**src/rtl/mul_wb_sequencer.sv**
```systemverilog
// Write-back sequencer for the 64-bit Booth product: captures it on issue and
// retires it as two register-file writes (LO then HI), stalling the core until done.
module mul_wb_sequencer #(
    parameter int DATA_W = 32,
    parameter int ADDR_W = 5
) (
    input  logic                  clk,
    input  logic                  rst,
    input  logic                  start,
    input  logic [2*DATA_W-1:0]   product,
    input  logic [ADDR_W-1:0]     rd_lo,
    input  logic [ADDR_W-1:0]     rd_hi,
    input  logic                  rf_busy,
    output logic                  rf_we,
    output logic [ADDR_W-1:0]     rf_waddr,
    output logic [DATA_W-1:0]     rf_wdata,
    output logic                  stall,
    output logic                  done,
    output logic                  ovf
);

    typedef enum logic [1:0] {
        IDLE  = 2'd0,
        WR_LO = 2'd1,
        WR_HI = 2'd2
    } state_t;

    state_t                state_q, state_d;
    logic [2*DATA_W-1:0]   prod_q;
    logic [ADDR_W-1:0]     rdlo_q;
    logic [ADDR_W-1:0]     rdhi_q;
    logic                  ovf_q;
    logic                  capture;
    logic                  ovf_d;

    assign capture = (state_q == IDLE) && start;
    // Product fits in DATA_W signed bits only if the upper half is pure sign extension.
    assign ovf_d   = (product[2*DATA_W-1:DATA_W] != {DATA_W{product[DATA_W-1]}});
    assign ovf     = ovf_q;

    always_ff @(posedge clk) begin
        if (rst) begin
            state_q <= IDLE;
            prod_q  <= '0;
            rdlo_q  <= '0;
            rdhi_q  <= '0;
            ovf_q   <= 1'b0;
        end else begin
            state_q <= state_d;
            if (capture) begin
                prod_q <= product;
                rdlo_q <= rd_lo;
                rdhi_q <= rd_hi;
                ovf_q  <= ovf_d;
            end
        end
    end

    always_comb begin
        state_d  = state_q;
        rf_we    = 1'b0;
        rf_waddr = '0;
        rf_wdata = '0;
        stall    = 1'b0;
        done     = 1'b0;
        unique case (state_q)
            IDLE: begin
                stall = start;
                if (start) state_d = WR_LO;
            end
            WR_LO: begin
                stall    = 1'b1;
                rf_waddr = rdlo_q;
                rf_wdata = prod_q[DATA_W-1:0];
                rf_we    = ~rf_busy & (rdlo_q != '0);
                if (!rf_busy) state_d = WR_HI;
            end
            WR_HI: begin
                rf_waddr = rdhi_q;
                rf_wdata = prod_q[2*DATA_W-1:DATA_W];
                rf_we    = ~rf_busy & (rdhi_q != '0);
                if (!rf_busy) begin
                    done    = 1'b1;
                    state_d = IDLE;
                end else begin
                    stall = 1'b1;
                end
            end
            default: state_d = IDLE;
        endcase
    end

endmodule

```
**config.mk**
```make
export PLATFORM = sky130hd
export DESIGN_NAME = mul_wb_sequencer
export DESIGN_NICKNAME = d
export VERILOG_FILES = /design/src/rtl/mul_wb_sequencer.sv
export SDC_FILE = /design/constraint.sdc
export NUM_CORES = 1
export LEC_CHECK = 0
export BUFFER_PORTS_ARGS = -buffer_cell sky130_fd_sc_hd__clkbuf_2
export CAP_MARGIN = 20
export CELL_PAD_IN_SITES_DETAIL_PLACEMENT = 2
export CELL_PAD_IN_SITES_GLOBAL_PLACEMENT = 2
export CORE_UTILIZATION = 29
export DETAILED_ROUTE_END_ITERATION = 8
export PLACE_DENSITY = 0.93
export SYNTH_ARGS = -nofsm -noshare
export SYNTH_HDL_FRONTEND = slang
export SYNTH_SLANG_ARGS = --single-unit
```
**constraint.sdc**
```tcl
create_clock -name clk -period 2.9 [get_ports clk]
set_input_delay 0.435 -clock clk [delete_from_list [all_inputs] [get_ports clk]]
set_output_delay 0.435 -clock clk [all_outputs]
set_load 0.01 [all_outputs]
```
Word-level counts from Yosys, hierarchy flattened
Cells that the tools add are included.
Widths: inputs -> output; s select.
{ "word_totals": {"ramBits": 0, "regBits": 77, "inputBits": 78, "out_inout_bits": 41, "memories": 0, "rom_bits": 0, "latchBits": 0, "word_cells": 30} }
{ "op_classes": {"shifts": 0, "div_mod_pow": 0, "n_mul": 0, "bitwise_logic": 3, "muxes": 11, "order_cmp": 0, "n_addsub": 0, "n_eq_ne": 6, "n_reduce_logical": 5} }
{ "op_table": {"columns": ["operator", "n"], "rows": [
  ["$pmux 32 s2", 1],
  ["$ne 32x32->1", 1],
  ["$pmux 5 s2", 1],
  ["$reduce_bool 5->1", 2],
  ["$mux 2", 3],
  ["$ne 2x2->1 const B", 3],
  ["$pmux 2 s3", 1],
  ["$mux 1", 3],
  ["$pmux 1 s3", 1],
  ["$reduce_and 3->1", 1],
  ["$and 1x1->1", 2],
  ["$eq 2x1->1 const B", 1],
  ["$eq 2x2->1 const B", 1],
  ["$logic_not 2->1", 1],
  ["$pmux 1 s2", 1],
  ["$logic_and 1x1->1", 1],
  ["$not 1->1", 1]
]} }

Logic depth before layout (Yosys ltp)
{ "depth": {"depth_word": 3, "mapped_depth": 7, "depth_no_buf": 6} }

Worst setup path before layout
Ideal clock, no wire load.
{ "synth_timing": {"path_type": "register -> output", "startpoint": "register state_q[0]", "endpoint": "output port stall", "stages_incl_launch_ff": 7, "t_arrival_ps": 1548, "n_path_buf": 2, "setup_slack_ps": 917, "required_ps": 2465, "path_cell_list": "dfxtp_1 -> inv_1 -> ha_1 -> clkbuf_1 -> clkbuf_1 -> a21oi_1 -> a21oi_1"} }
{ "synth_between": {"elab_chain_len": 2, "word_cells_on_any_way": 4, "cone_classes": "eq/ne: 2; mux: 1; reduce/logical: 1"} }
{ "synth_lines": {"columns": ["element", "line_no", "source"], "rows": [
  ["from (decl)", "28", "state_t state_q, state_d;"],
  ["from (signal assigned)", "49", "state_q <= state_d;"],
  ["$eq 2x2->1, or another cell as far along", "66", "unique case (state_q)"],
  ["$pmux 1 s3 (*)", "66", null],
  ["to (decl)", "17", "output logic stall,"]
]} }
Every way passes the cells marked *; elsewhere a longest branch is shown, timed or not.

Final worst setup path
{ "layout_timing": {"startpoint": "register state_q[1]", "endpoint": "output port rf_wdata[28]"} }
{ "layout_between": {"elab_chain_len": 2, "word_cells_on_any_way": 3, "cone_classes": "eq/ne: 2; mux: 1"} }
{ "layout_lines": {"columns": ["element", "line_no", "source"], "rows": [
  ["$eq 2x2->1 or $eq 2x1->1 (tied branches)", "66", null],
  ["$pmux 32 s2 (*)", "66", null],
  ["to (decl)", "16", "output logic [DATA_W-1:0] rf_wdata,"]
]} }
Marked as above.

==> impl_metrics.toml <==
[run_status]
outcome = "finished, violations left"
violations = "design-rule violations"

[routing]
drcViolationCount = 5
via_count = 3743
drtIter0Drc = 96
vias_per_cell = 5.21
post_drt_wl_per_cell_um = 18.0
first_pass_iters = 6
routed_wl_um = 13000
ant_nets = 0

[synthesis]
synthCells = 471
synth_flop_cell = "dfxtp_1"
yosys-top-cells-count = "nand2_1 (153), a21oi_1 (77), dfxtp_1 (77)"
synth_area_leaders = "dfxtp_1 (44%), nand2_1 (16%), a21oi_1 (11%)"
synthArstFlopShare_pct = 0
postSynthAreaPerCell_um2 = 7.44
yosysWarnings = 0
syn-num-nets = 555
yosysMostFrequentCell = "nand2_1"
synth_top_area_share_pct = 44.0
seq_area_frac_synth_pct = 44.0
syn_area_um2 = 3500
synth_cell_type_count = 25
synth-edff-count = 0
synth_top_area_cell = "dfxtp_1"
synth-seq-cells = 77

[setup_path]
crit_chain = "inv_1 > ha_2 > buf_4 > a22oi_1 > nor2b_1 > clkbuf_2"
critPathLaunch = "state_q[1]"
r2r_end = "state_q[0]"
critical_path_class = "flop to output pin"
required_ps = 2470
r2r-start = "state_q[0]"
critical-path-max-stage-delay_ps = 620
end_kind = "output pin"
crit_buf_inv = 3
critPathCapture = "rf_wdata[28]"
cp_num_cells = 6
path_delay_family = "adder cells"
path_max_fanout = 26
crit_arrival_ps = 2160
crit_slowest_cell = "ha_2"
r2r_cells = 7
ff2ff_setup_slack_ps = 880
start_kind = "flop"

[clock_tree]
cts_root_buf = "clkbuf_16"
hold_buffers = 0
post_cts_buffers = 0
ctsLongestPathBuffers = 2
numCtsBuffers = 9
cts_tree = "done"
ctsHtreeMaxLevel = 3
clk_pin_slew_ps = 50
ctsResizeCount = 0
cts.sink_count = 77
clkLatencyLatePin_ps = 330

[timing]
setup_tns_ps = 0
final-hold-violation-count = 0
relSlewSlack_pct = 58.5
tightest_slew_ps = 623
fin_crit_ps = 2600
fmax_ghz = 0.385
setup_viol = 0
rsz0062_at_grt = "false"
slew_violations = 0
finalCritPeriodShare_pct = 89.6
finClkSkew_ps = 3.92

[min_path]
worstHoldPathType = "input port to flop"

[cells_and_area]
layout-drive-gt1-share_pct = 25.7
layout.area.seq_um2 = 1540
syn_to_final_growth_pct = 28.1
fillers = 1371
fin_nets = 657
n_antenna_cell = 0
multi_input_area_um2 = 1820
design_area_um2 = 4490

[place]
port_buffers = 118
placed_cell_area_um2 = 4220
gp_routability_congestion = 0.748
dpl.hpwl_um = 9320

[die]
boundaryPins = 119
die_h_um = 112
core_um2 = 11600
fp-row-count = 39
die_w_um = 112
start_util_pct = 30.2
die-area_um2 = 12500

[global_routing]
grt_pass1_wl_um = 21200
grt_use_total_pct = 21.7
grt_pass1_vias = 4279
grt_overflow_total = 0
antenna_found_initial = 0
grt_max_degree = 45

[flow_run]
max_cap_violations = 0

[power]
leakagePower_nw = 1.80
powerDensity_nw_per_um2 = 796
irDropWorstVdd_v = 0.000252
## power by group
group | switching (mW) | internal [mW]
Combinational | 0.757 | 0.441
Clock | 0.420 | 0.614
Sequential | 0.111 | 1.23
## layout by cell type (no fill, tap or decap), drive strengths merged, types with 6 or more instances in the layout
| master | n |
|---|---|
| buf | 11 |
| nand2 | 153 |
| a22oi | 37 |
| nor2 | 7 |
| dfxtp | 77 |
| nor3 | 9 |
| clkbuf | 130 |
| nor2b | 38 |
| a21oi | 77 |
| ha | 6 |
## state kept, by name (all words and copies together) (netlist names)
signal   count
ovf          1
rdhi_q       5
prod_q      64
rdlo_q       5
state_q      2
## per-stage QoR
step / util (%) / setup WS [ps] / cells / hold slack [ps] / power, mW
finish: 38.6 / 301 / 719 / 323 / 3.57
global route: 38.6 / 161 / 719 / 334 / 3.80
CTS: 38.6 / 287 / 719 / 315 / 3.62
detailed placement: 36.3 / 668 / 705 / 454 / 2.56
global placement: 36.3 / 764 / 705 / 441 / 2.48
floorplan: - / 917 / 471 / 436 / 2.11
## kinds of logic (layout without fill, tap and decap cells)
logic type,Yosys count,after routing,synth area share [%]
compound gates,120,120,20.1
mux,2,2,0.571
flops,77,77,44.0
simple gates,225,225,28.8
fa+ha+maj,6,6,2.14
buf+inv,41,146,4.43
## worst min path at each step
stage / start / to / slack [ps] / cells after the start
after floorplan: prod_q[32] / prod_q[32] / 440 / 2
after global placement: prod_q[46] / prod_q[46] / 440 / 2
after detailed placement: prod_q[46] / prod_q[46] / 450 / 2
after CTS: product[25] / prod_q[25] / 320 / 3
after global routing: product[25] / prod_q[25] / 330 / 3
final: product[1] / prod_q[1] / 320 / 3
## cell type report
cell class / count / share of cell area [%]
Multi-Input combinational cell: 353 / 40.5
Tap cell: 143 / 3.99
Timing Repair Buffer: 129 / 15.0
Clock buffer: 12 / 5.72
Sequential cell: 77 / 34.3
Inverter: 3 / 0.251
Clock inverter: 2 / 0.223
## routing by layer
layer	vias up	wire length [µm]	track usage, %
met1	1830	5370	24.6
met5	-	0	0
li1	1790	-	-
met2	91	6760	39.8
met4	0	440	11.3
met3	32	404	2.78
## worst register-to-register path, cell delays in order (launching register included)
cell and delay [ps]:
dfxtp_1 360, inv_1 130, ha_2 460, buf_4 370, o21ai_1 110, o21ai_1 180, mux2i_1 230, nor2_1 60
No activity file was read; power rests on OpenSTA's default activity.
